--- src/rtl/kgp_prefix_adder_pipe_if.sv ---
`default_nettype none
// +----------------------------------------------------------------------+
// | kgp_prefix_adder_pipe_if                                             |
// | Operand/result stream bundle for the pipelined KPG prefix adder.     |
// | Rev 1.0                                                              |
// +----------------------------------------------------------------------+
interface kgp_prefix_adder_pipe_if #(
  parameter int WIDTH = 8
);
  logic             in_valid;
  logic             in_ready;
  logic [WIDTH-1:0] a;
  logic [WIDTH-1:0] b;
  logic             cin;
  logic             out_valid;
  logic             out_ready;
  logic [WIDTH-1:0] sum;
  logic             cout;

  modport master (
    output in_valid, a, b, cin, out_ready,
    input  in_ready, out_valid, sum, cout
  );

  modport slave (
    input  in_valid, a, b, cin, out_ready,
    output in_ready, out_valid, sum, cout
  );
endinterface
`default_nettype wire

--- src/rtl/kgp_prefix_adder_pipe.sv ---
`default_nettype none
// +----------------------------------------------------------------------+
// | kgp_prefix_adder_pipe                                                |
// | Three-stage Kogge-Stone adder: KPG encode, prefix tree, sum form.    |
// | Rev 1.0                                                              |
// +----------------------------------------------------------------------+

// 2-bit KPG combine: a kill/generate on the high side dominates.
module kgp_prefix_cell (
  input  logic [1:0] i_hi,
  input  logic [1:0] i_lo,
  output logic [1:0] o_res
);
  assign o_res = (i_hi[1] == i_hi[0]) ? i_hi : i_lo;
endmodule

module kgp_prefix_adder_pipe #(
  parameter int WIDTH = 8
) (
  input  logic                  clk,
  input  logic                  reset,
  kgp_prefix_adder_pipe_if.slave bus
);
  localparam int c_npos   = WIDTH + 1;
  localparam int c_levels = $clog2(WIDTH + 1);

  logic                   w_advance;
  logic [c_npos-1:0][1:0] w_kpg_enc;
  logic [c_npos-1:0][1:0] w_resolved;
  logic [WIDTH-1:0]       w_carry;
  logic [c_npos-1:0]      w_code_hi;
  logic                   w_unused_code_hi;

  logic [c_npos-1:0][1:0] r_kpg1;
  logic [c_npos-1:0][1:0] r_kpg2;
  logic [WIDTH-1:0]       r_hs1;
  logic [WIDTH-1:0]       r_hs2;
  logic [WIDTH-1:0]       r_sum;
  logic                   r_cout;
  logic                   r_v1;
  logic                   r_v2;
  logic                   r_v3;

  assign w_advance     = ~r_v3 | bus.out_ready;
  assign bus.in_ready  = w_advance;
  assign bus.out_valid = r_v3;
  assign bus.sum       = r_sum;
  assign bus.cout      = r_cout;

  // Index 0 is the carry-in pseudo-position; operand bit i sits at index i+1.
  assign w_kpg_enc[0] = {bus.cin, bus.cin};

  generate
    for (genvar gi = 0; gi < WIDTH; gi++) begin : g_enc
      assign w_kpg_enc[gi+1] = {bus.a[gi], bus.b[gi]};
    end
  endgenerate

  generate
    for (genvar gk = 0; gk < c_levels; gk++) begin : g_level
      logic [c_npos-1:0][1:0] w_in;
      logic [c_npos-1:0][1:0] w_out;

      if (gk == 0) begin : g_first
        assign w_in = r_kpg1;
      end else begin : g_next
        assign w_in = g_level[gk-1].w_out;
      end

      for (genvar gp = 0; gp < c_npos; gp++) begin : g_pos
        if (gp >= (1 << gk)) begin : g_cell
          kgp_prefix_cell u_cell (
            .i_hi  (w_in[gp]),
            .i_lo  (w_in[gp - (1 << gk)]),
            .o_res (w_out[gp])
          );
        end else begin : g_pass
          assign w_out[gp] = w_in[gp];
        end
      end
    end
  endgenerate

  assign w_resolved = g_level[c_levels-1].w_out;

  // Resolved codes are pure kill/generate, so bit 0 alone carries the carry.
  generate
    for (genvar gc = 0; gc < WIDTH; gc++) begin : g_carry
      assign w_carry[gc] = r_kpg2[gc][0];
    end
    for (genvar gh = 0; gh < c_npos; gh++) begin : g_code_hi
      assign w_code_hi[gh] = r_kpg2[gh][1];
    end
  endgenerate

  assign w_unused_code_hi = ^w_code_hi;

  always_ff @(posedge clk or posedge reset) begin
    if (reset) begin
      r_v1   <= 1'b0;
      r_v2   <= 1'b0;
      r_v3   <= 1'b0;
      r_kpg1 <= '0;
      r_kpg2 <= '0;
      r_hs1  <= '0;
      r_hs2  <= '0;
      r_sum  <= '0;
      r_cout <= 1'b0;
    end else if (w_advance) begin
      r_v1   <= bus.in_valid;
      r_kpg1 <= w_kpg_enc;
      r_hs1  <= bus.a ^ bus.b;
      r_v2   <= r_v1;
      r_kpg2 <= w_resolved;
      r_hs2  <= r_hs1;
      r_v3   <= r_v2;
      r_sum  <= r_hs2 ^ w_carry;
      r_cout <= r_kpg2[WIDTH][0];
    end
  end
endmodule
`default_nettype wire

--- src/flat_wrapper.sv ---
// flat-port wrapper written by rule: the top's interface ports become plain ports
module kgp_prefix_adder_pipe_flat 
#(
  parameter int WIDTH = 8
)
  (clk, reset, bus_in_valid, bus_a, bus_b, bus_cin, bus_out_ready, bus_in_ready, bus_out_valid, bus_sum, bus_cout);
  kgp_prefix_adder_pipe_if #(.WIDTH(WIDTH)) bus_i ();
  input  logic clk;
  input  logic reset;
  input wire logic [$bits(bus_i.in_valid)-1:0] bus_in_valid;
  input wire logic [$bits(bus_i.a)-1:0] bus_a;
  input wire logic [$bits(bus_i.b)-1:0] bus_b;
  input wire logic [$bits(bus_i.cin)-1:0] bus_cin;
  input wire logic [$bits(bus_i.out_ready)-1:0] bus_out_ready;
  output wire logic [$bits(bus_i.in_ready)-1:0] bus_in_ready;
  output wire logic [$bits(bus_i.out_valid)-1:0] bus_out_valid;
  output wire logic [$bits(bus_i.sum)-1:0] bus_sum;
  output wire logic [$bits(bus_i.cout)-1:0] bus_cout;
  assign bus_i.in_valid = bus_in_valid;
  assign bus_i.a = bus_a;
  assign bus_i.b = bus_b;
  assign bus_i.cin = bus_cin;
  assign bus_i.out_ready = bus_out_ready;
  assign bus_in_ready = bus_i.in_ready;
  assign bus_out_valid = bus_i.out_valid;
  assign bus_sum = bus_i.sum;
  assign bus_cout = bus_i.cout;
  kgp_prefix_adder_pipe #(.WIDTH(WIDTH)) u_core (.clk(clk), .reset(reset), .bus(bus_i));
endmodule
--- config.mk ---
export PLATFORM = sky130hd
export DESIGN_NAME = kgp_prefix_adder_pipe_flat
export DESIGN_NICKNAME = d
export VERILOG_FILES = /design/src/rtl/kgp_prefix_adder_pipe_if.sv /design/src/rtl/kgp_prefix_adder_pipe.sv /design/src/flat_wrapper.sv
export SDC_FILE = /design/constraint.sdc
export NUM_CORES = 1
export LEC_CHECK = 0
export CORE_ASPECT_RATIO = 1.2
export CORE_MARGIN = 3
export CORE_UTILIZATION = 55
export CTS_BUF_LIST = sky130_fd_sc_hd__clkbuf_4
export DETAILED_ROUTE_END_ITERATION = 8
export PLACE_DENSITY = 0.78
export SYNTH_ARGS = -nofsm -noshare
export SYNTH_HDL_FRONTEND = slang
export SYNTH_HIERARCHICAL = 1
export SYNTH_SLANG_ARGS = --single-unit
--- constraint.sdc ---
create_clock -name clk -period 4.3 [get_ports clk]
set_input_delay 1.29 -clock clk [delete_from_list [all_inputs] [get_ports clk]]
set_output_delay 1.29 -clock clk [all_outputs]
set_load 0.03 [all_outputs]
Word-level counts from Yosys, hierarchy flattened:

Index checks and enable logic that the tools add are counted.

* mux-type cells: 21
* multiply operators: 0
* magnitude comparators: 0
* equal/unequal tests: 21
* bitwise logic cells: 4
* divide/modulo/power cells: 0
* add/subtract/negate cells: 0
* reduce and logical (&&, ||, !) cells: 0
* shift operators: 0

Operators by type and width (count)
* $mux W2: 13
* $eq A1 B1 Y1: 21
* $xor A8 B8 Y8: 2
* $mux W1: 8
* $not A1 Y1: 1
* $or A1 B1 Y1: 1

* input bits: 21
* ROM bits: 0
* memories kept: 0
* bits in registers: 54
* bits in writable memories: 0
* latch bits: 0
* output and inout bits: 11
* word-level logic and storage cells: 71

Logic depth before layout (Yosys ltp):

Gate-level depths: netlist of run 1.

* depth after elaboration: 8
* gate-level depth with buffers: 5
* mapped depth without buffers: 5

Cells and area by module:

The synthesis of run 1 kept the hierarchy.

Modules (own cells, without submodules)
* kgp_prefix_adder_pipe: cells an instance 132, area each 2412.3 µm², times used 1, sequential area each 1351.3 µm²
* kgp_prefix_cell: cells an instance 2, area each 22.5 µm², times used 21, sequential area each 0.0 µm²

Worst setup path before layout of run 1:

No wires, ideal clock.

* path type: input port to output port
* start: in bus_out_ready
* end: out bus_in_ready
* buffers on the path: 2
* arrival time: 1722 ps
* path slack: 1288 ps
* required time: 3010 ps
* stages on the path: 3
* cells stage by stage: nand2b_4 buf_12 buf_12

* cells in the longest elaborated chain, start to end: 1

Ends and longest elaborated chain
* start: declaration: RTL line flat_wrapper.sv:14 `input wire logic [$bits(bus_i.out_ready)-1:0] bus_out_ready;`
* $or A1 B1 Y1: RTL line kgp_prefix_adder_pipe.sv:44 `assign w_advance = ~r_v3 | bus.out_ready;`
* end: declaration: RTL line flat_wrapper.sv:15 `output wire logic [$bits(bus_i.in_ready)-1:0] bus_in_ready;`

Every way passes these cells.

Worst setup path in the final report of run 1:

Ends and elaborated chain as after synthesis.

==> flow_metrics.tcl, run 1 <==
set metrics [dict create \
    outcome "completed" \
    rows 27 \
    max_slew_margin_pct 28.1 \
    tightest_slew_ns 1.08 \
    synth_nets 187 \
    hold_viol 0 \
    cp_data_arrival_time_ns 2.00 \
    cts_tree "yes" \
    die_area_um2 5980 \
    max_freq_ghz 0.304 \
    num-fill-cells 358 \
    power_uw 1860 \
    port_buffers 31 \
    drc 0 \
    wl_per_cell_um 16.3 \
    cts_resized 0 \
    ant_nets 0 \
    r2r_end "u_core/r_kpg2[16]" \
    viasPerCell 5.33 \
    r2r_setup_slack_ns 2.18 \
    syn_avg_cell_area_um2 16.8 \
    core-area_um2 4730 \
    drt_iter0_markers 60 \
    fin_tns_setup_ns 0 \
    post_cts_buffers 0 \
    r2r-start "u_core/g_level[0].w_in[12]" \
    grt_use_total_pct 15.5 \
    vias 1369 \
    critPathRequiredTime_ns 3.01 \
    first_pass_iters 4 \
    powerDensity_nw_per_um2 598 \
    gr-total-overflow 0 \
    cts_root_buffer "clkbuf_4" \
    cts_sinks 54 \
    syn_area_um2 2800 \
    final-setup-viol-count 0 \
    die_h_um 84.1 \
    grt_pass1_wl_um 7320 \
    syn_to_final_growth_pct 11.3 \
    ys_warn_count 6 \
    maxCapViolations 0 \
    min_path_type "flip-flop to flip-flop" \
    h-tree-depth 2 \
    cts_buffer_depth 2 \
    holdBufCountCts 0 \
    report.final.slew_viol_count 0 \
    drive_gt1_share_pct 49.2 \
    endpoint_kind "output port" \
    place.gp.congestion 0.677 \
    fin_crit_ns 3.29 \
    num_antenna_cells 0 \
    post-route-period-util_pct 76.6 \
    critical_path_peak_fanout 2 \
    die_x_um 71.1 \
    crit_start "bus_out_ready" \
    io-pin-count 32 \
    crit_path_start_kind "input pin" \
    grt_setup_unrepaired "no" \
    drt_wl_total_um 4190 \
    crit_path_end "bus_in_ready" \
    cts_made_buffers 5 \
    grt_max_degree 55 \
    clk_latency_ns 0.37 \
    clock_skew_ns 0.0188 \
    ir_drop_uv 300 \
    clk_pin_slew_ns 0.15 \
    nNetsFinal 220 \
    leakagePower_uw 0.00142 \
    antenna_found_initial 0 \
    r2r.worst_path.cells 5 \
    first_global_vias 1470 \
    worstSetupPathType "input pin to output port" \
    hpwl_um 2990 \
    start_util_pct 59.1 \
    syn_inst 166 \
]
-- worst min-delay path by stage --
stage                     start  depth (start not counted)                    to
floorplan           u_core/r_v2                          1  u_core/bus.out_valid
global placement    u_core/r_v2                          1  u_core/bus.out_valid
detailed placement  u_core/r_v2                          1  u_core/bus.out_valid
CTS                 u_core/r_v2                          1  u_core/bus.out_valid
global route        u_core/r_v2                          1  u_core/bus.out_valid
finish              u_core/r_v2                          1  u_core/bus.out_valid
-- sequential cells by signal, indices dropped and copies added (netlist names) --
register / cells
u_core/bus.cout: 1
u_core/bus.out_valid: 1
u_core/bus.sum: 8
u_core/g_level.w_in: 17
u_core/r_hs1: 8
u_core/r_hs2: 8
u_core/r_kpg2: 9
u_core/r_v1: 1
u_core/r_v2: 1
-- layer usage --
layer	global-route usage [%]	share of wire, %
met3	3.98	3.4
met1	21.1	45
met4	5.13	1.6
met5	0	0
met2	24.1	50
-- placed cells by master (no fill, tap or decap), drive strengths merged --
master         count
mux2              53
clkbuf             5
xor2              16
nand2b             2
clkinv             2
maj3              34
clkdlybuf4s50     30
dfrtp             54
buf                2
inv                1
-- critical path, stage by stage --
cell,delay [ns]
clkdlybuf4s50_1,0.45
nand2b_4,0.11
buf_4,0.15
-- power by group --
group | internal [uW] | total [uW] | switching [uW] | leakage [uW]
Sequential | 676 | 809 | 133 | 0.000628
Combinational | 521 | 843 | 322 | 0.000756
Clock | 59.2 | 207 | 148 | 0.0000308
Total | 1260 | 1860 | 603 | 0.00142
-- layout make-up --
type	count	area [um^2]	share of cell area (%)
flip-flops and latches	54	1350	43.4
multi-input cells	105	1320	42.4
repair buffers	32	315	10.1
well taps	58	72.6	2.33
clock buffers	5	37.5	1.21
clock inverters	2	10.0	0.322
inverters	1	3.75	0.121
-- metrics by stage --
step	utilization [%]	setup WS [ns]	instances	area [um^2]	hold WS, ns
after global routing	65.8	0.966	257	3110	0.535
after global placement	64.8	0.994	250	3060	0.451
after floorplan	-	1.29	166	2800	0.435
final	65.8	1.01	257	3110	0.498
after detailed placement	64.8	1.00	250	3060	0.483
after CTS	65.8	1.00	257	3110	0.504
(Power assumes the default switching activity.)
==> run 2: changes to the inputs <==
Settings changed: CORE_UTILIZATION 55 to 53, PLACE_DENSITY 0.78 to 0.79.
Clock period 4.3 ns to 2.66 ns, I/O delays scaled along.
==> run 2 against run 1 <==
Against the previous run:
- setup slack worse by 0.69 ns
- power is 67% higher
- global-route usage is 0.13 points lower
- clock power is 110% higher
- worst hold slack worse by 0.0038 ns
- register-to-register slack worse by 1.7 ns
- core utilization is 2.5 points lower
- cell count is 1.2% higher
- critical path depth stayed put
- cell area is 1.9% higher
- critical path type unchanged
- largest power group unchanged
==> flow_metrics.tcl, run 2 (synthesis gave the netlist of run 1 again) <==
set metrics [dict create \
    grt_use_met3_pct 3.75 \
    final_common_cell "dfrtp_1" \
    num-fill-cells 348 \
    crit_slowest_cell "clkdlybuf4s50_1" \
    largest_reg_flops 17 \
    final-setup-viol-count 0 \
    worstSetupPathType "input pin to output port" \
    endpoint_kind "output port" \
    multiInputGateArea_um2 1320 \
    viasPerCell 5.24 \
    post-route-period-util_pct 88.2 \
    crit_path_start_kind "input pin" \
    die_h_um 85.6 \
    maxCapViolations 0 \
    report.final.slew_viol_count 0 \
    crit_chain "clkdlybuf4s50_1, nand2b_4, buf_4" \
    hpwl_um 2940 \
    tightest_slew_ns 0.390 \
    holdBufCountCts 0 \
    outcome "completed" \
    max_slew_margin_pct 74.0 \
    utilization_pct 63.3 \
    first_pass_iters 2 \
    die_area_um2 6190 \
    leakagePower_uw 0.00144 \
    port_buffers 31 \
    drt_wl_total_um 4250 \
    cts_made_buffers 5 \
    max_stage_delay_ns 0.46 \
    cts_root_buffer "clkbuf_4" \
    antenna_found_initial 0 \
    grt_use_total_pct 15.4 \
    mostFrequentLayoutCells "dfrtp_1, mux2_4, maj3_2" \
    critical_path_peak_fanout 2 \
    drive_gt1_share_pct 49.0 \
    area.sequential_um2 1350 \
    top_usage_layer "met2" \
    place.gp.congestion 0.688 \
    rows 28 \
    die_x_um 72.3 \
    cts_sinks 54 \
    fin_tns_setup_ns 0 \
    r2r.worst_path.cells 5 \
    met1_usage_pct 21.4 \
    h-tree-depth 2 \
    wl_per_cell_um 16.3 \
    use_met2_pct 23.5 \
    fin_crit_ns 2.34 \
    ir_drop_uv 348 \
    cts_buffer_depth 2 \
    first_global_vias 1480 \
    hold_viol 0 \
    cp_data_arrival_time_ns 1.55 \
    drt_iter0_markers 54 \
    power_uw 3110 \
    cts_tree "yes" \
    io-pin-count 32 \
    max_freq_ghz 0.426 \
    nNetsFinal 221 \
    drc 0 \
    powerDensity_nw_per_um2 981 \
    clk_latency_ns 0.38 \
    vias 1362 \
    clk_pin_slew_ns 0.13 \
    post_cts_buffers 0 \
    syn_to_final_growth_pct 13.4 \
    hold_path_depth 1 \
    cts_resized 0 \
    gr-total-overflow 0 \
    critPathRequiredTime_ns 1.86 \
    clock_skew_ns 0.0167 \
    grt_setup_unrepaired "no" \
    start_util_pct 55.8 \
    min_path_type "flip-flop to flip-flop" \
    num_antenna_cells 0 \
    core-area_um2 5010 \
    grt_max_degree 55 \
    ant_nets 0 \
    grt_pass1_wl_um 7400 \
]
run 2: layer usage:
metal / vias to the layer above / wire (um)
met5: - / 0
li1: 654 / -
met4: 0 / 63
met2: 21 / 2100
met1: 681 / 1930
met3: 6 / 153
run 2: critical path, delay by kind of cell:
family | cells | cell delay (ns)
buffers and inverters | 2 | 0.62
AND/OR/NAND/NOR | 1 | 0.13
run 2: metrics by stage:
stage	setup slack (ns)	instances	hold slack, ns	area [um^2]
floorplan	0.547	166	0.435	2800
global placement	0.307	253	0.452	3100
detailed placement	0.322	253	0.461	3100
CTS	0.306	260	0.507	3170
global route	0.288	260	0.542	3170
finish	0.315	260	0.494	3170
run 2: path summary, 6_finish.rpt:
check / startpoint / to / slack, ns
max: bus_out_ready / bus_in_ready / 0.32
min: u_core/r_v2 / u_core/bus.out_valid / 0.49
max reg2reg: u_core/g_level[0].w_in[6] / u_core/r_kpg2[16] / 0.53
min reg2reg: u_core/r_v2 / u_core/bus.out_valid / 0.49
max in group asynchronous: reset / u_core/g_level[0].w_in[13] / 1.64
min in group asynchronous: reset / u_core/r_kpg2[8] / 0.77
run 2: area by class of cell:
| class | count | share of cell area, % |
|---|---|---|
| timing repair buffer | 33 | 11.0 |
| clock buffer | 5 | 1.18 |
| tap | 60 | 2.37 |
| multi-input combinational | 105 | 41.7 |
| inverter | 1 | 0.118 |
| sequential | 54 | 42.6 |
| clock inverter | 2 | 1.07 |
run 2: power breakdown:
part           switching (uW)  internal, uW  leakage (uW)
Sequential                213          1090      0.000628
Clock                     241           190     0.0000387
Combinational             523           847      0.000771
==> run 3: changes to the inputs <==
Settings changed: CORE_UTILIZATION 53 to 55, MAX_ROUTING_LAYER set to met4, PLACE_DENSITY 0.79 to 0.78.
Clock period 2.66 ns to 2.9 ns, I/O delays scaled along.
==> run 3 against run 2 <==
Against the previous run:
- first-iteration DRC count rose by 19%
- largest cell class unchanged
- critical path depth did not move
- register-to-register slack better by 0.26 ns
==> flow_metrics.tcl, run 3 (synthesis gave the netlist of run 1 again) <==
set metrics [dict create \
    wl_per_cell_um 16.9 \
    die_x_um 71.1 \
    largest_reg_flops 17 \
    instances_no_fill 259 \
    vias 1391 \
    cp_data_arrival_time_ns 1.61 \
    viasPerCell 5.37 \
    placed_area_um2 3100 \
    ir_drop_uv 386 \
    drt_iter0_markers 64 \
    power_uw 2890 \
    max_freq_ghz 0.404 \
    drc 0 \
    cts_resized 0 \
    report.final.slew_viol_count 0 \
    hold_path_depth 1 \
    r2r_end "u_core/r_kpg2[16]" \
    grt_setup_unrepaired "no" \
    min_path_type "flip-flop to flip-flop" \
    max_stage_delay_ns 0.45 \
    grt_max_degree 55 \
    rows 27 \
    io-pin-count 32 \
    clock_skew_ns 0.00541 \
    nNetsFinal 221 \
    cts_made_buffers 5 \
    clk_latency_ns 0.37 \
    place.gp.congestion 0.704 \
    drt_wl_total_um 4370 \
    post-route-period-util_pct 85.4 \
    outcome "completed" \
    start_util_pct 59.1 \
    cts_tree "yes" \
    ant_nets 0 \
    fin_tns_setup_ns 0 \
    first_pass_iters 4 \
    cts_sinks 54 \
    multiInputGateArea_um2 1320 \
    holdBufCountCts 0 \
    drive_gt1_share_pct 49.8 \
    mostFrequentLayoutCells "dfrtp_1, mux2_4, maj3_2" \
    hold-path-endpoint "u_core/bus.out_valid" \
    antenna_found_initial 0 \
    r2r_setup_slack_ns 0.79 \
    syn_to_final_growth_pct 13.7 \
    r2r-start "u_core/g_level[0].w_in[8]" \
    port_buffers 31 \
    crit_slowest_cell "clkdlybuf4s50_1" \
    tightest_slew_ns 0.517 \
    maxCapViolations 0 \
    worstSetupPathType "input pin to output port" \
    leakagePower_uw 0.00144 \
    gr-total-overflow 0 \
    grt_pass1_wl_um 7480 \
    critPathRequiredTime_ns 2.03 \
    dp_cells 251 \
    r2r.worst_path.cells 5 \
    hpwl_um 3190 \
    crit_chain "clkdlybuf4s50_1, nand2b_4, buf_4" \
    first_global_vias 1472 \
    area.sequential_um2 1350 \
    num_antenna_cells 0 \
    hold_viol 0 \
    crit_path_start_kind "input pin" \
    endpoint_kind "output port" \
    final-setup-viol-count 0 \
    die_h_um 84.1 \
    final_common_cell "dfrtp_1" \
    post_cts_buffers 0 \
    max_slew_margin_pct 65.5 \
    num-fill-cells 334 \
    h-tree-depth 2 \
    fin_crit_ns 2.48 \
    clk_pin_slew_ns 0.15 \
    holdWs_ns 0.497 \
    powerDensity_nw_per_um2 908 \
    cts_root_buffer "clkbuf_4" \
    core-area_um2 4730 \
    stdcell_area_um2 3180 \
    worstHoldStart "u_core/r_v2" \
    critical_path_peak_fanout 2 \
    cts_buffer_depth 2 \
    grt_use_total_pct 16.6 \
    die_area_um2 5980 \
]
[run 3: changes by cell type in the layout (fill, tap and decap cells not counted), sizes merged]
cell and delta:
clkinvlp +1, clkinv -1, clkbuf +1
[run 3: how the worst max path moves through the flow]
stage	from	endpoint	slack, ns	cells past startpoint
2_1_floorplan	reset	u_core/bus.cout	0.72	1
6_report	bus_out_ready	bus_in_ready	0.42	3
3_3_place_gp	bus_out_ready	bus_in_ready	0.41	3
5_1_grt	bus_out_ready	bus_in_ready	0.40	3
4_1_cts	bus_out_ready	bus_in_ready	0.42	3
3_5_place_dp	bus_out_ready	bus_in_ready	0.42	3
[run 3: stage by stage]
step | setup WS, ns | util [%]
finish | 0.423 | 67.2
global route | 0.402 | 67.2
CTS | 0.421 | 67.2
detailed placement | 0.421 | 65.4
global placement | 0.410 | 65.4
floorplan | 0.715 | -
[run 3: worst max-delay path: cells and delay by family]
kind / cells / cell delay [ns]
buffers and inverters: 2 / 0.61
and+or+nand+nor: 1 / 0.13
[run 3: final cells by class]
class | count | share of cell area (%)
clock buffer | 6 | 1.42
clock inverter | 2 | 1.18
tap | 58 | 2.28
inverter | 1 | 0.118
multi-input combinational | 105 | 41.5
timing repair buffer | 33 | 10.9
sequential | 54 | 42.5
[run 3: layer usage]
layer	track usage, %	wire length, um
met1	20.3	1950
met2	26.6	2170
met3	3.61	166
met4	6.67	82
met5	-	0
[run 3: power breakdown]
group          leakage [uW]  switching, uW  internal, uW
Combinational      0.000771            486           777
Sequential         0.000628            198          1000
Clock             0.0000419            231           191
